===== src/rtl/clock_pkg.sv =====
// Shared definitions for the clock digit stages (minute, hour, day).
// Ports: none (package); provides the active-low 7-segment glyph constants
//   used for the AM/PM indicator and any blanked digit.
package clock_pkg;

  // Active-low segment vector, bit order {g,f,e,d,c,b,a}.
  typedef logic [6:0] seg7_t;

  localparam seg7_t SEG_BLANK = 7'h7F;
  localparam seg7_t SEG_A     = 7'b000_1000;
  localparam seg7_t SEG_P     = 7'b000_1100;

  // Selects the meridiem glyph for a 12 h display.
  function automatic seg7_t ampm_glyph(input logic is_pm);
    return is_pm ? SEG_P : SEG_A;
  endfunction

endpackage


===== src/rtl/binary_to_bcd_8bit.sv =====
// Purely combinational binary to two-digit BCD converter (shift-add-3).
// Ports: bin   - 8-bit binary input, meaningful range 0..99
//        bcd   - tens digit in [7:4], units digit in [3:0]; the hundreds digit is discarded
module binary_to_bcd_8bit (
  input  logic [7:0] bin,
  output logic [7:0] bcd
);

  // {hundreds, tens, units, binary}
  logic [19:0] shreg;

  always_comb begin
    shreg = {12'd0, bin};
    for (int i = 0; i < 8; i++) begin
      // Pre-correct any digit that would overflow past 9 after the doubling shift.
      if (shreg[11:8]  >= 4'd5) shreg[11:8]  = shreg[11:8]  + 4'd3;
      if (shreg[15:12] >= 4'd5) shreg[15:12] = shreg[15:12] + 4'd3;
      if (shreg[19:16] >= 4'd5) shreg[19:16] = shreg[19:16] + 4'd3;
      shreg = shreg << 1;
    end
    bcd = shreg[15:8];
  end

endmodule


===== src/rtl/hour_counter_sync.sv =====
// Hour digit of the clock: counts 0..MODULO-1 on minute ticks, with set-mode up/down keys.
// Ports: clock/reset (async active-low); tick, set, key_up, key_down, mode inputs;
//   count_bin (binary hour), count_bcd (displayed hour, 24 h or 12 h), carry (wrap pulse
//   to the day stage), ampm_7seg (active-low AM/PM glyph, blank in 24 h mode).
// MODULO must be even and at most 100; BITS must be wide enough to hold MODULO-1.
module hour_counter_sync
  import clock_pkg::*;
#(
  parameter int MODULO = 24,
  parameter int BITS   = 8
) (
  input  logic            clock,
  input  logic            reset,
  input  logic            tick,
  input  logic            set,
  input  logic            key_up,
  input  logic            key_down,
  input  logic            mode,
  output logic [BITS-1:0] count_bin,
  output logic [7:0]      count_bcd,
  output logic            carry,
  output logic [6:0]      ampm_7seg
);

  localparam logic [BITS-1:0] MAX  = BITS'(MODULO - 1);
  localparam logic [BITS-1:0] HALF = BITS'(MODULO / 2);
  localparam logic [BITS-1:0] ONE  = BITS'(1);

  logic [BITS-1:0] count_q, count_d;
  logic            carry_q, carry_d;
  logic            up_q, up_d;
  logic            dn_q, dn_d;
  logic [7:0]      bcd_q, bcd_d;
  seg7_t           seg_q, seg_d;

  logic            up_edge, dn_edge;
  logic [BITS-1:0] shown;

  // Key history resets to 1 so a key already held when reset releases is not a press.
  assign up_edge = key_up & ~up_q;
  assign dn_edge = key_down & ~dn_q;

  // Next count and wrap pulse. Comparisons happen before the arithmetic so the
  // count never leaves 0..MODULO-1, even transiently.
  always_comb begin
    count_d = count_q;
    carry_d = 1'b0;
    up_d    = key_up;
    dn_d    = key_down;
    if (!set) begin
      if (tick) begin
        if (count_q == MAX) begin
          count_d = '0;
          carry_d = 1'b1;
        end else begin
          count_d = count_q + ONE;
        end
      end
    end else begin
      // Setting never signals the day stage, even when a key wraps the hour.
      if (up_edge && !dn_edge) begin
        count_d = (count_q == MAX) ? '0 : count_q + ONE;
      end else if (dn_edge && !up_edge) begin
        count_d = (count_q == '0) ? MAX : count_q - ONE;
      end
    end
  end

  // Display selection from the registered count; midnight and noon both show HALF in 12 h.
  always_comb begin
    shown = count_q;
    seg_d = SEG_BLANK;
    if (mode) begin
      if (count_q == '0 || count_q == HALF) begin
        shown = HALF;
      end else if (count_q < HALF) begin
        shown = count_q;
      end else begin
        shown = count_q - HALF;
      end
      seg_d = ampm_glyph(count_q >= HALF);
    end
  end

  binary_to_bcd_8bit u_bcd (
    .bin (8'(shown)),
    .bcd (bcd_d)
  );

  always_ff @(posedge clock or negedge reset) begin
    if (!reset) begin
      count_q <= '0;
      carry_q <= 1'b0;
      up_q    <= 1'b1;
      dn_q    <= 1'b1;
      bcd_q   <= 8'h00;
      seg_q   <= SEG_BLANK;
    end else begin
      count_q <= count_d;
      carry_q <= carry_d;
      up_q    <= up_d;
      dn_q    <= dn_d;
      bcd_q   <= bcd_d;
      seg_q   <= seg_d;
    end
  end

  assign count_bin = count_q;
  assign carry     = carry_q;
  assign count_bcd = bcd_q;
  assign ampm_7seg = seg_q;

endmodule


===== config.mk =====
export PLATFORM = sky130hd
export DESIGN_NAME = hour_counter_sync
export DESIGN_NICKNAME = d
export VERILOG_FILES = /design/src/rtl/clock_pkg.sv /design/src/rtl/binary_to_bcd_8bit.sv /design/src/rtl/hour_counter_sync.sv
export SDC_FILE = /design/constraint.sdc
export NUM_CORES = 1
export LEC_CHECK = 0
export CORE_UTILIZATION = 62
export CTS_BUF_LIST = sky130_fd_sc_hd__clkbuf_2 sky130_fd_sc_hd__clkbuf_4 sky130_fd_sc_hd__clkbuf_8
export DETAILED_ROUTE_END_ITERATION = 16
export PLACE_DENSITY = 0.89
export REMOVE_ABC_BUFFERS = 1
export SYNTH_ARGS = -nofsm -noshare
export SYNTH_HDL_FRONTEND = slang
export SYNTH_SLANG_ARGS = --single-unit

===== constraint.sdc =====
create_clock -name clock -period 11.15 [get_ports clock]
set_input_delay 1.115 -clock clock [delete_from_list [all_inputs] [get_ports clock]]
set_output_delay 1.115 -clock clock [all_outputs]
set_load 0.02 [all_outputs]

==> flow_summary.json, run 1 <==
{
  "clock_latency_ns": 0.27,
  "dieHeight_um": 62.7,
  "critPathMaxFanout": 8,
  "min_path_cells": 1,
  "reg2reg_depth": 32,
  "grt_pass1_wl_um": 8880,
  "period_share_pct": 68.9,
  "critPathMaxStageDelay_ns": 0.60,
  "hold_ws_ns": 0.620,
  "use_met1_pct": 36.0,
  "end_kind": "register",
  "clockBufferDepth": 2,
  "timing.critical_path.buf_inv": 5,
  "path_depth": 32,
  "core_area_um2": 3440,
  "cts.clk_slew.worst_paths_ns": 0.07,
  "top_usage_layer": "met2",
  "finalClockSkew_ns": 0.000804,
  "critPathLaunchType": "input port",
  "vias_per_cell": 6.31,
  "path_common_cell": "ha_1",
  "ant_nets": 0,
  "wl_um": 5030,
  "die_area_um2": 3930,
  "cts-root-buf": "clkbuf_8",
  "period_needed_ns": 7.68,
  "rows": 21,
  "slew_headroom_pct": 39.1,
  "numCtsBuffers": 3,
  "grt_use_met2_pct": 48.1,
  "crit_arrival_ns": 7.82,
  "grt.total_usage_pct": 27.9,
  "post-cts-setup-buffers": 0,
  "cts_num_sinks": 21,
  "final-max-slew-violation-count": 0,
  "cp_top_family": "simple AND/OR/NAND/NOR gates",
  "tightest_slew_ns": 0.911,
  "drive_above_1_share_pct": 12.5,
  "synthesis.area_um2": 2280,
  "grt_max_degree": 22,
  "ctsHoldBuffers": 0,
  "area_delta_synth_final_pct": 13.8,
  "die_w_um": 62.7,
  "antenna_found_initial": 0,
  "drv_cap": 0,
  "fin_tns_setup_ns": 0,
  "final_area_um2": 2600,
  "async_flop_share_pct": 100,
  "hpwl_um": 3780,
  "ys.flop_type": "dfrtp_1",
  "via_count": 2109,
  "layout_common_cells": "clkdlybuf4s50_1, ha_1",
  "avgSynthCellArea_um2": 8.52,
  "post-route-util_pct": 75.5,
  "synth_seq_cells": 21,
  "dpl_cell_area_um2": 2550,
  "io_buffers": 29,
  "hold_class": "register to register",
  "drc": 0,
  "yosys.cell_types.count": 75,
  "critPathKind": "input port to register",
  "final_nets": 316,
  "overflow": 0,
  "htree_levels": 1,
  "avgRoutedWirePerCell_um": 15.1,
  "yosysWarningCount": 0,
  "finalSetupViolCount": 0,
  "postSynthCellCount": 268,
  "initial_core_util_pct": 66.3,
  "grt.met3_usage_pct": 2.92,
  "layout_commonest_cell": "clkdlybuf4s50_1",
  "cts_tree": "yes",
  "antenna_cells": 0,
  "drtIter0Drc": 158,
  "rsz0062_at_grt": "false",
  "ys_seq_area_share_pct": 23.2,
  "cts.repair.resized": 0,
  "grt_pass1_vias": 1966,
  "hold_violations": 0,
  "cpMaxStageDelayCell": "clkdlybuf4s50_1",
  "dr.pass1.iters": 4,
  "outcome": "finished clean",
  "fmax_ghz": 0.130,
  "synth_edf_count": 0,
  "cp.required_ns": 11.30,
  "ios": 31,
  "routabilityCongestion": 0.929
}
## registers in the layout, indices dropped and copies added, names as in the netlist
signal	flops
count_bcd	8
up_q	1
carry	1
count_bin	8
ampm_7seg	2
dn_q	1
## stage by stage
step / setup slack, ns / cells
CTS: 3.47 / 334
global placement: 3.46 / 330
floorplan: 4.51 / 255
detailed placement: 3.22 / 330
global route: 2.84 / 334
finish: 3.47 / 334
## final timing paths
path	start	endpoint	slack, ns
min reg2reg	count_bin[0]$_DFFE_PN0P_	count_bin[0]$_DFFE_PN0P_	0.62
min in group asynchronous	reset	count_bin[5]$_DFFE_PN0P_	1.35
max in group asynchronous	reset	count_bcd[1]$_DFF_PN0_	9.24
max reg2reg	count_bin[2]$_DFFE_PN0P_	count_bcd[6]$_DFF_PN0_	3.96
max	mode	count_bcd[6]$_DFF_PN0_	3.47
min	count_bin[0]$_DFFE_PN0P_	count_bin[0]$_DFFE_PN0P_	0.62
## synth_stat cells (all sizes together), types with 7 or more instances
cell type / instances / share of area (%)
a21oi: 19 / 4.3
buf: 9 / 2.8
dfrtp: 17 / 19
ha: 20 / 11
inv: 21 / 3.5
nand2: 19 / 3.2
nand2b: 9 / 2.6
nor2: 19 / 3.5
nor3: 7 / 1.8
o21ai: 19 / 4.3
o22ai: 7 / 1.9
xnor2: 7 / 3.5
## layout make-up
| class | instances | area (um^2) |
|---|---|---|
| Multi-Input combinational cell | 213 | 1590 |
| Timing Repair Buffer | 29 | 290 |
| Clock inverter | 1 | 5.00 |
| Fill cell | 255 | 845 |
| Sequential cell | 21 | 531 |
| Inverter | 21 | 78.8 |
| Clock buffer | 3 | 41.3 |
| Tap cell | 46 | 57.6 |
## worst reg2reg max path, delay by kind of cell (launching register included)
family,cells,cell delay (ns)
adders and majority gates,6,1.55
muxes,1,0.40
AOI/OAI and AO/OA,8,1.50
buffers and inverters,4,0.33
xor gates and xnor gates,3,0.72
and+or+nand+nor,10,2.00
DFF,1,0.55
## metal layers
metal	part of all wire [%]	routed length [um]
met1	44	2220
met2	51	2540
met3	4.2	210
met4	1.1	57
met5	0	0
## cells by family (layout without fill, tap and decap cells)
family          count (synthesis)  after routing  share of synthesized area, %
xor+xnor                        9              9                          4.61
mux                            10             10                          4.93
buf+inv                        34             54                          6.91
flops                          21             21                          23.2
compound gates                 85             85                          27.3
other cells                     1              1                         0.164
simple gates                   88             88                          21.9
fa+ha+maj                      20             20                          11.0
Power of run 1 is not shown: default switching activity piles up to over one toggle a cycle in this logic, so the estimate is an artifact.
==> run 2: changes to the inputs <==
--- a/config.mk
+++ b/config.mk
@@ -5,10 +5,10 @@
 export SDC_FILE = /design/constraint.sdc
 export NUM_CORES = 1
 export LEC_CHECK = 0
-export CORE_UTILIZATION = 62
+export CORE_UTILIZATION = 52
 export CTS_BUF_LIST = sky130_fd_sc_hd__clkbuf_2 sky130_fd_sc_hd__clkbuf_4 sky130_fd_sc_hd__clkbuf_8
 export DETAILED_ROUTE_END_ITERATION = 16
-export PLACE_DENSITY = 0.89
+export PLACE_DENSITY = 0.79
 export REMOVE_ABC_BUFFERS = 1
 export SYNTH_ARGS = -nofsm -noshare
 export SYNTH_HDL_FRONTEND = slang
==> constraint.sdc (replaced) <==
create_clock -name clock -period 6.3 [get_ports clock]
set_input_delay 0.63 -clock clock [delete_from_list [all_inputs] [get_ports clock]]
set_output_delay 0.63 -clock clock [all_outputs]
set_load 0.02 [all_outputs]
==> run 2 against run 1 <==
Register-to-register slack got worse by 3.6 ns. Clock-buffer cell count is the same. Final cell count grew 13%. Die area grew 19%. Critical path depth fell by 1. First-iteration DRC count increased by 20%. Design area increased by 14%. Non-clock buffer count up 39. Worst hold slack better by 0.031 ns. Critical path type unchanged.
==> flow_summary.json, run 2 (same netlist as run 1, synthesis figures left out) <==
{
  "outcome": "finished clean",
  "hpwl_um": 4340,
  "critPathMaxFanout": 4,
  "slew_headroom_pct": 39.0,
  "core_area_um2": 4120,
  "critPathMaxStageDelay_ns": 0.49,
  "ios": 31,
  "cts.clk_slew.worst_paths_ns": 0.08,
  "ant_nets": 0,
  "reg2reg_depth": 32,
  "cts_num_sinks": 21,
  "avgRoutedWirePerCell_um": 15.6,
  "critPathKind": "input port to register",
  "die_area_um2": 4660,
  "pre_cts_ws_ns": -0.204,
  "wl_um": 5880,
  "finalSetupViolCount": 0,
  "ctsHoldBuffers": 0,
  "grt_pass1_wl_um": 9290,
  "dieHeight_um": 68.3,
  "numCtsBuffers": 3,
  "drv_cap": 0,
  "period_share_pct": 96.2,
  "die_w_um": 68.3,
  "initial_core_util_pct": 55.5,
  "drc": 0,
  "clock_latency_ns": 0.26,
  "met2WireLength_um": 2920,
  "layout_common_cells": "buf_4, clkdlybuf4s50_1, inv_1, nand2_1",
  "clockBufferDepth": 2,
  "grt_max_degree": 22,
  "rows": 23,
  "cp.required_ns": 6.47,
  "drtIter0Drc": 189,
  "antenna_cells": 0,
  "fin_ws_ns": 0.237,
  "cpMaxStageDelayCell": "clkdlybuf4s50_1",
  "dr.pass1.iters": 6,
  "cts_tree": "yes",
  "tightest_slew_ns": 0.913,
  "io_buffers": 29,
  "routabilityCongestion": 0.973,
  "layout_commonest_cell": "buf_4",
  "min_path_cells": 2,
  "crit_arrival_ns": 6.24,
  "cts-root-buf": "clkbuf_8",
  "vias_per_cell": 6.02,
  "fmax_ghz": 0.165,
  "critPathLaunchType": "input port",
  "overflow": 0,
  "drive_above_1_share_pct": 26.9,
  "area_delta_synth_final_pct": 30.2,
  "htree_levels": 1,
  "finalClockSkew_ns": 0.00213,
  "met1_length_um": 2640,
  "end_kind": "register",
  "hold_class": "register to register",
  "final_nets": 355,
  "final-max-slew-violation-count": 0,
  "hold_violations": 0,
  "top_layer": "met4",
  "hold_ws_ns": 0.651,
  "fillers": 315,
  "antenna_found_initial": 0,
  "grt_pass1_vias": 2106,
  "grt.total_usage_pct": 25.8,
  "period_needed_ns": 6.06,
  "via_count": 2271,
  "rsz0062_at_grt": "true",
  "route.met3.wl_um": 224
}
## run 2: cell count changes in the layout (fill, tap and decap cells not counted), sizes merged
cell,delta
buf,+39
## run 2: per-stage QoR
step	cells	TNS, ns	area [um^2]	util, %
detailed placement	370	-0.922	2830	68.7
floorplan	255	-0.395	2200	-
global placement	370	0	2830	68.7
finish	377	0	2970	72.2
global route	377	-0.119	2970	72.2
CTS	374	0	2870	69.8
## run 2: layout make-up
| class | instances | area [um^2] | share of cell area, % |
|---|---|---|---|
| multi-input cells | 213 | 1670 | 56.2 |
| clock buffers | 3 | 41.3 | 1.39 |
| clock inverters | 1 | 5.00 | 0.168 |
| well taps | 50 | 62.6 | 2.11 |
| repair buffers | 68 | 583 | 19.6 |
| inverters | 21 | 78.8 | 2.65 |
| flip-flops and latches | 21 | 531 | 17.9 |
## run 2: routing by layer
| metal | track usage (%) | up-vias |
|---|---|---|
| met1 | 32.4 | 1073 |
| met2 | 44.1 | 93 |
| li1 | - | 1095 |
| met3 | 3.00 | 10 |
| met5 | 0 | - |
| met4 | 10.4 | 0 |
## run 2: final timing paths
kind | from | end | slack, ns
worst min-delay path | count_bin[0]$_DFFE_PN0P_ | count_bin[0]$_DFFE_PN0P_ | 0.65
min in group asynchronous | reset | count_bin[6]$_DFFE_PN0P_ | 0.88
worst max register to register | count_bin[2]$_DFFE_PN0P_ | count_bcd[4]$_DFF_PN0_ | 0.41
worst min register to register | count_bin[0]$_DFFE_PN0P_ | count_bin[0]$_DFFE_PN0P_ | 0.65
worst max-delay path | mode | count_bcd[4]$_DFF_PN0_ | 0.24
max in group asynchronous | reset | count_bin[3]$_DFFE_PN0P_ | 4.86
## run 2: repair_timing
| action | 4_1_cts | 5_1_grt |
|---|---|---|
| endpoints found under the setup margin | 0 | 7 |
| setup buffers | 0 | 3 |
| gates resized for setup | 0 | 17 |
## run 2: critical path, delay by kind of cell
family                     cells  cell delay, ns
and+or+nand+nor                8            1.14
AOI/OAI and AO/OA             10            2.03
xor gates and xnor gates       3            0.45
buffers and inverters          6            1.10
adders and majority gates      4            0.85
Power of run 2 is left out for the same reason.
==> run 3: changes to the inputs <==
--- a/config.mk
+++ b/config.mk
@@ -5,6 +5,7 @@
 export SDC_FILE = /design/constraint.sdc
 export NUM_CORES = 1
 export LEC_CHECK = 0
+export ABC_AREA = 1
 export CORE_UTILIZATION = 52
 export CTS_BUF_LIST = sky130_fd_sc_hd__clkbuf_2 sky130_fd_sc_hd__clkbuf_4 sky130_fd_sc_hd__clkbuf_8
 export DETAILED_ROUTE_END_ITERATION = 16
==> run 3 against run 2 <==
Critical path depth grew 9. Clock skew grew 0.00076 ns. Sequential cell count unchanged. Maximum frequency up 4.9%. Die area decreased by 2.2%. Wire length shrank 27%. Synthesized cell count increased by 10%. Worst setup slack gained 0.28 ns.
==> flow_summary.json, run 3 <==
{
  "slew_headroom_pct": 39.0,
  "path_common_cell": "inv_1",
  "vias_per_cell": 5.26,
  "hold_violations": 0,
  "die_area_um2": 4560,
  "clockBufferDepth": 2,
  "critPathKind": "register to register",
  "async_flop_share_pct": 100,
  "fmax_ghz": 0.173,
  "grt_use_met2_pct": 37.0,
  "final_area_um2": 2630,
  "grt_pass1_vias": 1798,
  "drtIter0Drc": 176,
  "critPathMaxStageDelay_ns": 0.41,
  "finalSetupViolCount": 0,
  "final_nets": 352,
  "use_met1_pct": 24.9,
  "yosysWarningCount": 0,
  "ctsHoldBuffers": 0,
  "cts_tree": "yes",
  "antenna_found_initial": 0,
  "hpwl_um": 3370,
  "synth_edf_count": 0,
  "antenna_cells": 0,
  "ys_top_cells_by_count": "nand2_1, inv_1, ha_1",
  "finalClockSkew_ns": 0.00289,
  "avgSynthCellArea_um2": 7.56,
  "synth_top_cell_by_area": "dfrtp_1",
  "hold_class": "register to register",
  "end_kind": "register",
  "crit_arrival_ns": 5.96,
  "synth_seq_cells": 21,
  "yosys.cell_types.count": 45,
  "numCtsBuffers": 3,
  "cts.clk_slew.worst_paths_ns": 0.08,
  "core_area_um2": 4060,
  "r2r-start": "count_bin[0]$_DFFE_PN0P_",
  "critPathLaunchType": "register",
  "ant_nets": 0,
  "dpl_cell_area_um2": 2550,
  "yosys-top-cells-area": "dfrtp_1, ha_1, nand2_1, inv_1, dfstp_2",
  "grt_pass1_wl_um": 7250,
  "post-route-util_pct": 64.9,
  "cpMaxStageDelayCell": "dfrtp_1",
  "synth_compound_area_share_pct": 10.3,
  "synth.area.mux_share_pct": 0,
  "via_count": 1968,
  "rows": 23,
  "yosysMostFrequentCell": "nand2_1",
  "synth_top_family_by_area": "simple AND/OR/NAND/NOR gates",
  "htree_levels": 1,
  "top_usage_layer": "met2",
  "grt.met3_usage_pct": 2.53,
  "final_cells": 374,
  "cp_top_family": "simple AND/OR/NAND/NOR gates",
  "r2r_slack_ns": 0.52,
  "drv_cap": 0,
  "drc": 0,
  "clock_latency_ns": 0.26,
  "routabilityCongestion": 0.839,
  "final-max-slew-violation-count": 0,
  "tightest_slew_ns": 0.912,
  "initial_core_util_pct": 55.0,
  "yosys.area.top_type_share_pct": 19.1,
  "synthAdderAreaFrac_pct": 11.2,
  "synthesis.area_um2": 2230,
  "io_buffers": 29,
  "die_w_um": 67.5,
  "area_delta_synth_final_pct": 18.1,
  "fillers": 350,
  "cp.required_ns": 6.48,
  "grt.total_usage_pct": 20.5,
  "ys_seq_area_share_pct": 23.8,
  "dr.pass1.iters": 4,
  "ys.flop_type": "dfrtp_1",
  "wl_um": 4290,
  "dieHeight_um": 67.5,
  "layout_common_cells": "nand2_1, inv_1, clkdlybuf4s50_1",
  "avgRoutedWirePerCell_um": 11.5,
  "period_needed_ns": 5.78,
  "postSynthCellCount": 295,
  "cts_num_sinks": 21,
  "grt_max_degree": 22,
  "min-delay-start": "count_bin[1]$_DFFE_PN0P_",
  "place_inst": 369,
  "drive_above_1_share_pct": 20.7,
  "period_share_pct": 91.7,
  "synth-simple-area-share_pct": 36.7,
  "ios": 31,
  "crit_start": "count_bin[0]$_DFFE_PN0P_",
  "layout_commonest_cell": "nand2_1",
  "timing.critical_path.buf_inv": 10,
  "synth-xor-area-share_pct": 6.67,
  "critPathMaxFanout": 7,
  "cts-root-buf": "clkbuf_8",
  "overflow": 0,
  "outcome": "finished clean"
}
[run 3: area by class of cell]
class	count	area, um^2	area share, %
clock buffer	3	41.3	1.57
multi-input combinational	215	1480	56.2
timing repair buffer	32	315	12.0
tap	50	62.6	2.38
sequential	21	531	20.1
inverter	52	200	7.60
clock inverter	1	5.00	0.190
[run 3: worst paths after layout]
kind	to	cells after the start
setup reg to reg	count_bcd[7]$_DFF_PN0_	40
setup / recovery	count_bcd[7]$_DFF_PN0_	40
min in group asynchronous	count_bin[7]$_DFFE_PN0P_	1
hold / removal	count_bin[1]$_DFFE_PN0P_	2
max in group asynchronous	count_bcd[4]$_DFF_PN0_	1
hold reg to reg	count_bin[1]$_DFFE_PN0P_	2
[run 3: cell families after synthesis]
group / Yosys count
other: 1
adder cells (fa/ha/maj): 20
flip-flops: 21
AND/OR/NAND/NOR: 143
buffers and inverters: 59
AO/OA/AOI/OAI: 37
XOR/XNOR: 14
[run 3: repair_timing]
item,CTS,global route
resized for setup,0,5
buffers inserted,0,1
setup endpoints to repair,0,3
[run 3: worst min-delay path, stage by stage (launching register included)]
cell	delay, ns
dfrtp_1	0.39
nand2_1	0.06
o21ai_0	0.06
[run 3: per-layer routing]
layer / up-vias / share of wire [%] / routed length [um]
li1: 995 / - / -
met1: 912 / 46 / 1990
met5: - / 0 / 0
met4: 0 / 0.93 / 40
met2: 55 / 49 / 2120
met3: 6 / 3.1 / 135
[run 3: through the flow]
stage | hold slack (ns) | setup WS, ns | TNS (ns)
2_1_floorplan | 0.334 | 0.869 | 0
3_3_place_gp | 0.531 | 0.202 | 0
3_5_place_dp | 0.532 | 0.0809 | 0
4_1_cts | 0.550 | 0.345 | 0
5_1_grt | 0.601 | -0.0382 | -0.0617
6_report | 0.546 | 0.521 | 0
Power of run 3 is left out for the same reason.
